$ cat src/rtl/mem_port_arbiter.sv
// mem_port_arbiter: shares one single-port memory between instruction fetch
// (read-only) and the data-memory stage (loads/stores). Each access is
// sequenced IDLE -> ISSUE -> WAIT (MEM_LATENCY cycles) -> ACK, and the
// pipeline is stalled while its request is outstanding.
// Misaligned or illegal requests skip the memory and are acked directly.
// Optional build macro: MEM_ARB_ROUND_ROBIN_EN (alternate the grant on ties).
module mem_port_arbiter #(
    parameter int MEM_LATENCY = 2
) (
    input  logic        Clk,
    input  logic        Reset,
    input  logic        if_req,
    input  logic [31:0] if_addr,
    output logic [31:0] if_rdata,
    output logic        if_ack,
    input  logic        dm_req,
    input  logic        dm_we,
    input  logic [1:0]  dm_size,
    input  logic [31:0] dm_addr,
    input  logic [31:0] dm_wdata,
    output logic [31:0] dm_rdata,
    output logic        dm_ack,
    output logic        dm_err,
    output logic        mem_en,
    output logic        mem_we,
    output logic [1:0]  mem_size,
    output logic [31:0] mem_addr,
    output logic [31:0] mem_wdata,
    input  logic [31:0] mem_rdata,
    output logic        stall_if,
    output logic        stall_mem
);

    localparam int CNT_W = $clog2(MEM_LATENCY + 1);

    typedef enum logic [1:0] {S_IDLE, S_ISSUE, S_WAIT, S_ACK} state_t;

    state_t             state_q, state_d;
    logic [CNT_W-1:0]   cnt_q, cnt_d;
    logic               gnt_dm_q, gnt_dm_d;   // 1 = data port owns the current access
    logic               bad_q, bad_d;         // current access is misaligned/illegal
    logic               ld_en;                // register request fields this edge
    logic               cap_en;               // capture mem_rdata this edge
    logic               pick_dm;              // arbitration result while in IDLE
    logic               dm_bad, if_bad;

    logic               we_q;
    logic [1:0]         size_q;
    logic [31:0]        addr_q, wdata_q, rdata_q;

    // Alignment rules: word needs addr[1:0]=0, half needs addr[0]=0, size 3 never legal.
    assign dm_bad = (dm_size == 2'd3) ||
                    ((dm_size == 2'd0) && (dm_addr[1:0] != 2'b00)) ||
                    ((dm_size == 2'd1) && dm_addr[0]);
    assign if_bad = (if_addr[1:0] != 2'b00);

`ifdef MEM_ARB_ROUND_ROBIN_EN
    // Last contested winner; only true ties update it, so a lone follow-up
    // request does not disturb the alternation between tied requesters.
    logic last_dm_q;

    // Remember which side won the most recent tie.
    always_ff @(posedge Clk or posedge Reset) begin
        if (Reset)
            last_dm_q <= 1'b0;
        else if ((state_q == S_IDLE) && dm_req && if_req)
            last_dm_q <= pick_dm;
    end

    assign pick_dm = dm_req & (~if_req | ~last_dm_q);
`else
    assign pick_dm = dm_req;
`endif

    // State register plus control fields that must clear on reset.
    always_ff @(posedge Clk or posedge Reset) begin
        if (Reset) begin
            state_q  <= S_IDLE;
            cnt_q    <= '0;
            gnt_dm_q <= 1'b0;
            bad_q    <= 1'b0;
        end else begin
            state_q  <= state_d;
            cnt_q    <= cnt_d;
            gnt_dm_q <= gnt_dm_d;
            bad_q    <= bad_d;
        end
    end

    // Next-state logic: arbitrate in IDLE, count latency in WAIT.
    always_comb begin
        state_d  = state_q;
        cnt_d    = cnt_q;
        gnt_dm_d = gnt_dm_q;
        bad_d    = bad_q;
        ld_en    = 1'b0;
        cap_en   = 1'b0;
        case (state_q)
            S_IDLE: begin
                if (dm_req || if_req) begin
                    ld_en    = 1'b1;
                    gnt_dm_d = pick_dm;
                    bad_d    = pick_dm ? dm_bad : if_bad;
                    state_d  = (pick_dm ? dm_bad : if_bad) ? S_ACK : S_ISSUE;
                end
            end
            S_ISSUE: begin
                cnt_d   = CNT_W'(MEM_LATENCY);
                state_d = S_WAIT;
            end
            S_WAIT: begin
                cnt_d = cnt_q - CNT_W'(1);
                if (cnt_q == CNT_W'(1)) begin
                    cap_en  = 1'b1;
                    state_d = S_ACK;
                end
            end
            S_ACK: begin
                state_d = S_IDLE;
            end
            default: begin
                state_d = S_IDLE;
            end
        endcase
    end

    // Request fields and read data; only observed through state-gated outputs.
    always_ff @(posedge Clk) begin
        if (ld_en) begin
            we_q    <= pick_dm ? dm_we    : 1'b0;
            size_q  <= pick_dm ? dm_size  : 2'd0;
            addr_q  <= pick_dm ? dm_addr  : if_addr;
            wdata_q <= pick_dm ? dm_wdata : 32'd0;
        end
        if (cap_en)
            rdata_q <= (gnt_dm_q && we_q) ? 32'd0 : mem_rdata;
    end

    // Outputs: memory strobe in ISSUE, acks in ACK, stalls while unserved.
    always_comb begin
        mem_en    = (state_q == S_ISSUE);
        mem_we    = mem_en & we_q;
        mem_size  = mem_en ? size_q  : 2'd0;
        mem_addr  = mem_en ? addr_q  : 32'd0;
        mem_wdata = mem_en ? wdata_q : 32'd0;
        if_ack    = (state_q == S_ACK) & ~gnt_dm_q;
        dm_ack    = (state_q == S_ACK) &  gnt_dm_q;
        dm_err    = dm_ack & bad_q;
        if_rdata  = (if_ack && !bad_q) ? rdata_q : 32'd0;
        dm_rdata  = (dm_ack && !bad_q) ? rdata_q : 32'd0;
        // Reset forces every output low, including the combinational stalls.
        stall_if  = if_req & ~if_ack & ~Reset;
        stall_mem = dm_req & ~dm_ack & ~Reset;
    end

endmodule

$ cat config.mk
export PLATFORM = sky130hd
export DESIGN_NAME = mem_port_arbiter
export DESIGN_NICKNAME = d
export VERILOG_FILES = /design/src/rtl/mem_port_arbiter.sv
export SDC_FILE = /design/constraint.sdc
export NUM_CORES = 1
export LEC_CHECK = 0
export ABC_AREA = 1
export ABC_CLOCK_PERIOD_IN_PS = 2710
export CORE_MARGIN = 2
export CORE_UTILIZATION = 28
export DETAILED_ROUTE_END_ITERATION = 16
export DONT_BUFFER_PORTS = 1
export GPL_TIMING_DRIVEN = 0
export HOLD_SLACK_MARGIN = 0.12
export PLACE_DENSITY = 0.52
export SLEW_MARGIN = 40
export SYNTH_ARGS = -nofsm -noshare
export SYNTH_HDL_FRONTEND = slang
export SYNTH_SLANG_ARGS = --single-unit
$ cat constraint.sdc
create_clock -name Clk -period 2.71 [get_ports Clk]
set_input_delay 0.542 -clock Clk [delete_from_list [all_inputs] [get_ports Clk]]
set_output_delay 0.542 -clock Clk [all_outputs]
set_load 0.005 [all_outputs]
==> results.cfg, run 1 <==
[drt]
drt_iter0_markers = 131
wire_per_inst_um = 15.1
dr.pass1.iters = 4
vias = 3864
vias_per_cell = 4.15
antenna_left = 0
wl_um = 14000
drc = 0

[setup_path]
rr_worst_depth = 4
ff2ff_setup_slack_ns = 0.95
arrival_ns = 1.87
critPathKind = reg2out
regToRegStartpoint = state_q[0]
critical_path.cell_chain = inv_1 > ha_2 > clkbuf_4 > buf_2 > nand2_1 > inv_1
slowest_delay_ns = 0.42
crit_top_cell = inv_1
slowest_stage = dfrtp_1
startpoint_type = flip-flop
crit_required_ns = 2.17
r2r_end = rdata_q[22]
crit_family = buffers and inverters
worst-path-buf-inv = 4
crit_fanout = 10
end_kind = primary output

[floorplanning]
row_count = 51
dieArea_um2 = 21000
start_util_pct = 28.5
io_pins = 272
coreArea_um2 = 19500
die_w_um = 145
die_h_um = 145

[sta]
fmax_ghz = 0.414
setup_viol = 0
tns_ns = 0
worstMarginPinSlew_ns = 0.715
period_needed_ns = 2.41
clock_skew_ns = 0.00698
slew_viol_final = 0
hold_violations = 0
slew_headroom_pct = 52.3
rsz0062_at_grt = false
finalCritPeriodShare_pct = 89.1

[yosys]
synth.distinct_cells = 23
synth_fp_nets = 788
synth_top_area_share_pct = 53.4
ys_seq_area_share_pct = 56.1
avgSynthCellArea_um2 = 8.61
yosys.area_share.xor_xnor_pct = 0
yosys.area_share.simple_pct = 25.7
yosysTopAreaCell = edfxtp_1
yosysWarnings = 0
synth_fa_ha_area_share_pct = 1.35
synth_compound_area_share_pct = 1.12
synth-seq-cells = 105
synth_top_family_by_area = simple AND/OR/NAND/NOR gates
synth.area.top_cells = edfxtp_1 53%, nand2_1 14%, inv_1 12%, nor2_4 5.7%, nor2_1 4.7%
synth_mux_area_share_pct = 0
syn-instance-count = 647
synth_area_um2 = 5570

[cells_and_area]
layout_commonest_cell = nand2_1
final_cell_mix = 208 x nand2_1, 177 x inv_1, 99 x edfxtp_1, 70 x nor2_1, 28 x nor2_4
nets = 802
multi_input_area_um2 = 1580
fillCellCount = 2093
layout.area.seq_um2 = 3120
syn_to_final_growth_pct = 12.2
antenna_cells = 0
drive_gt1_share_pct = 12.5
final_core_util_pct = 32.0

[grt]
grt_pass1_vias = 3864
grt_pass1_wl_um = 21600
track_usage_pct = 13.4
grt_max_degree = 34
grt_antenna_before_repair = 0
overflow = 0

[worst_hold_path]
min-delay-start = dm_wdata[2]
hold_path.class = in2reg
min_path_cells = 2
min_to = wdata_q[2]

[clocking]
clk_latency_ns = 0.35
numCtsBuffers = 9
cts_buffer_depth = 2
post-cts-setup-buffers = 0
htreeDepth = 3
cts_tree = yes
path_clk_slew_ns = 0.08
clock_sinks = 105
cts-root-buf = clkbuf_16

[status]
outcome = finished clean

[pwr]
p_leak_nw = 3.35
power_density_nw_per_um2 = 845
p_total_mw = 5.28
ir_drop_mv = 0.343

[place]
gp_congestion = 0.760
dp_hpwl_um = 10800
port_buffers = 0

[run]
maxCapViolCount = 0
## report_power, final
group,switching [mW],leakage [nW],total (mW),internal [mW]
clock,0.657,0.144,1.30,0.643
combinational,1.15,2.21,1.59,0.445
sequential,0.117,0.999,2.39,2.28
## area by class of cell
cell class | instances | area share [%]
sequential | 105 | 50.0
multi-input combinational | 335 | 25.3
inverter | 180 | 10.8
tap | 265 | 5.30
clock buffer | 9 | 3.60
buffer | 27 | 3.26
clock inverter | 7 | 0.981
timing repair buffer | 3 | 0.800
## sequential cells by signal, summed over array words and instances, names as in the netlist
register,cells
wdata_q,32
we_q,1
state_q,2
bad_q,1
gnt_dm_q,1
cnt_q,2
rdata_q,32
size_q,2
addr_q,32
## stage by stage
stage	instances	setup slack (ns)	hold WS, ns	instance area (um2)
after floorplan	647	0.685	0.333	5570
after global placement	912	0.0862	0.371	5900
after detailed placement	914	0.492	0.376	5950
after CTS	931	0.0989	0.339	6250
after global routing	931	0.104	0.340	6250
final	931	0.296	0.358	6250
## synth_stat cells, drive strengths merged
cell type / number
nand2: 211
inv: 180
nor2: 103
edfxtp: 99
buf: 23
dfrtp: 6
ha: 6
o21ai: 6
clkbuf: 4
a21oi: 3
nand3: 2
nor3: 2
a31oi: 1
o21a: 1
## layer usage
metal	GRT usage, %	up-vias	wire [um]
met2	22.7	197	6690
li1	-	1895	-
met1	16.0	1755	5900
met3	4.59	17	1180
met5	0	-	0
met4	4.07	0	238
## cells by family (layout without fill, tap and decap cells)
group           Yosys count  in the layout
flops                   105            105
fa+ha+maj                 6              6
compound gates           11             11
simple gates            318            318
buf+inv                 207            226
## worst max-delay path by stage
stage | endpoint | slack, ns | startpoint | cells after the start
6_report | mem_wdata[26] | 0.30 | state_q[1] | 6
3_3_place_gp | wdata_q[4] | 0.09 | dm_req | 2
4_1_cts | mem_wdata[26] | 0.1 | state_q[1] | 6
2_1_floorplan | addr_q[0] | 0.68 | dm_req | 2
5_1_grt | mem_addr[9] | 0.10 | state_q[1] | 5
3_5_place_dp | mem_wdata[26] | 0.49 | state_q[1] | 6
## what timing repair did
action                                 CTS  global route
hold buffers                             1             0
endpoints found under the hold margin    6             0
setup endpoints to repair                0            11
resized for setup                        0             2
(Power assumes the default switching activity.)
==> inputs of run 2 (changes only) <==
--- a/config.mk
+++ b/config.mk
@@ -6,7 +6,7 @@
 export NUM_CORES = 1
 export LEC_CHECK = 0
 export ABC_AREA = 1
-export ABC_CLOCK_PERIOD_IN_PS = 2710
+export ABC_CLOCK_PERIOD_IN_PS = 2000
 export CORE_MARGIN = 2
 export CORE_UTILIZATION = 28
 export DETAILED_ROUTE_END_ITERATION = 16
==> constraint.sdc (replaced) <==
create_clock -name Clk -period 2 [get_ports Clk]
set_input_delay 0.4 -clock Clk [delete_from_list [all_inputs] [get_ports Clk]]
set_output_delay 0.4 -clock Clk [all_outputs]
set_load 0.005 [all_outputs]
==> results.cfg, run 2 (synthesis gave the netlist of run 1 again) <==
[status]
outcome = finished clean

[sta]
setup_viol = 0
hold_slack_ns = 0.214
slew_viol_final = 0
worstMarginPinSlew_ns = 0.702
finalCritPeriodShare_pct = 98.2
hold_violations = 0
tns_ns = 0
fmax_ghz = 0.509
period_needed_ns = 1.96
setup_ws_ns = 0.0355
clock_skew_ns = 0.0102
rsz0062_at_grt = true
slew_headroom_pct = 53.2

[floorplanning]
io_pins = 272
die_w_um = 145
dieArea_um2 = 21000
die_h_um = 145
start_util_pct = 28.5
row_count = 51
coreArea_um2 = 19500

[pwr]
p_sw_mw = 2.69
power_density_nw_per_um2 = 1170
ir_drop_mv = 0.394
p_leak_nw = 3.38
p_total_mw = 7.59
swShare_pct = 35.4
p_comb_share_pct = 33.3
seqPwrFrac_pct = 42.7
pwr-share-clk_pct = 24.0
p_int_mw = 4.90

[grt]
track_usage_pct = 13.3
grt_max_degree = 40
overflow = 0
grt_pass1_vias = 3950
grt_antenna_before_repair = 0
grt_pass1_wl_um = 21500

[setup_path]
endpoint = if_rdata[17]
startpoint_type = flip-flop
end_kind = primary output
r2r_end = rdata_q[16]
crit_fanout = 10
rr_worst_depth = 5
crit_required_ns = 1.60
critPathKind = reg2out
arrival_ns = 1.56
regToRegStartpoint = state_q[0]
ff2ff_setup_slack_ns = 0.13
setup.worst_path.start = state_q[0]

[clocking]
clock_sinks = 105
cts_tree = yes
htreeDepth = 3
numCtsBuffers = 9
cts-root-buf = clkbuf_16
path_clk_slew_ns = 0.08
cts_buffer_depth = 2
clk_latency_ns = 0.35

[place]
port_buffers = 0
pre_cts_ws_ns = -0.191
dp_hpwl_um = 10800
gp_congestion = 0.837

[drt]
vias = 3879
drt_iter0_markers = 135
wl_um = 14200
antenna_left = 0
vias_per_cell = 4.14
wire_per_inst_um = 15.1
drc = 0
dr.pass1.iters = 4

[cells_and_area]
top_regs = addr_q x32, rdata_q x32, wdata_q x32
final_cell_mix = 207 x nand2_1, 159 x inv_1, 99 x edfxtp_1, 42 x nor2_1, 35 x nor2_4
syn_to_final_growth_pct = 16.8
fillCellCount = 2070
antenna_cells = 0
drive_gt1_share_pct = 20.9
nets = 807
layout_commonest_cell = nand2_1
final_core_util_pct = 33.3

[worst_hold_path]
hold_path.class = in2reg

[run]
maxCapViolCount = 0
[run 2: changes by cell type in the layout (fill, tap and decap cells not counted), sizes merged]
| cell | previous run | this run |
|---|---|---|
| bufinv | 0 | 1 |
| clkbuf | 14 | 11 |
| o21a | 1 | 2 |
| buf | 24 | 31 |
| inv | 184 | 183 |
[run 2: layer usage]
layer,part of all wire (%),vias up,global-route usage (%)
met5,0,-,0
met4,2.7,0,6.47
met3,8.9,21,4.37
met2,48,215,22.9
met1,40,1737,14.9
li1,-,1906,-
[run 2: power by group through the flow]
stage	registers (mW)	clock network (mW)	logic [mW]
floorplan	3.25	0	1.57
global placement	3.30	0	2.13
detailed placement	3.30	0	2.18
CTS	3.24	1.90	2.55
global route	3.29	1.97	2.84
finish	3.24	1.82	2.53
[run 2: final cells by class]
| class | count | area, um2 | share of cell area, % |
|---|---|---|---|
| inverter | 180 | 681 | 10.5 |
| tap | 265 | 332 | 5.09 |
| sequential | 105 | 3120 | 48.0 |
| clock buffer | 9 | 225 | 3.46 |
| timing repair buffer | 7 | 71.3 | 1.10 |
| clock inverter | 7 | 75.1 | 1.15 |
| buffer | 27 | 285 | 4.38 |
| multi-input combinational | 336 | 1720 | 26.4 |
[run 2: how the worst min path moves through the flow]
stage	from	end	slack, ns	depth (start not counted)
global placement	Reset	cnt_q[1]	0.22	1
floorplan	Reset	bad_q	0.19	1
global route	dm_wdata[20]	wdata_q[20]	0.20	2
finish	dm_wdata[20]	wdata_q[20]	0.21	2
detailed placement	Reset	cnt_q[1]	0.23	1
CTS	dm_wdata[20]	wdata_q[20]	0.19	2
[run 2: stage by stage]
stage | std cells | cell area [um2]
after global placement | 912 | 5910
after global routing | 936 | 6510
after floorplan | 647 | 5580
after detailed placement | 913 | 5930
after CTS | 935 | 6470
final | 936 | 6510
[run 2: repair_timing]
| item | 4_1_cts | 5_1_grt |
|---|---|---|
| endpoints found under the setup margin | 110 | 138 |
| pin swaps | 2 | 2 |
| buffers inserted | 5 | 0 |
| endpoints found under the hold margin | 6 | 0 |
| hold buffers | 1 | 0 |
| gates cloned | 0 | 1 |
| resized for setup | 75 | 14 |
[run 2: critical path: stages, from the launching register on]
cell and delay [ns]:
dfrtp_2 0.36, ha_2 0.20, inv_2 0.05, nor2_4 0.18, nand2_4 0.13, buf_8 0.18, nor2_2 0.11
==> inputs of run 3 (changes only) <==
--- a/config.mk
+++ b/config.mk
@@ -13,7 +13,7 @@
 export DONT_BUFFER_PORTS = 1
 export GPL_TIMING_DRIVEN = 0
 export HOLD_SLACK_MARGIN = 0.12
-export PLACE_DENSITY = 0.52
+export PLACE_DENSITY_LB_ADDON = 0.3
 export SLEW_MARGIN = 40
 export SYNTH_ARGS = -nofsm -noshare
 export SYNTH_HDL_FRONTEND = slang
==> results of run 3 <==
The final DEF is identical to that of run 2; final timing and power are the same.
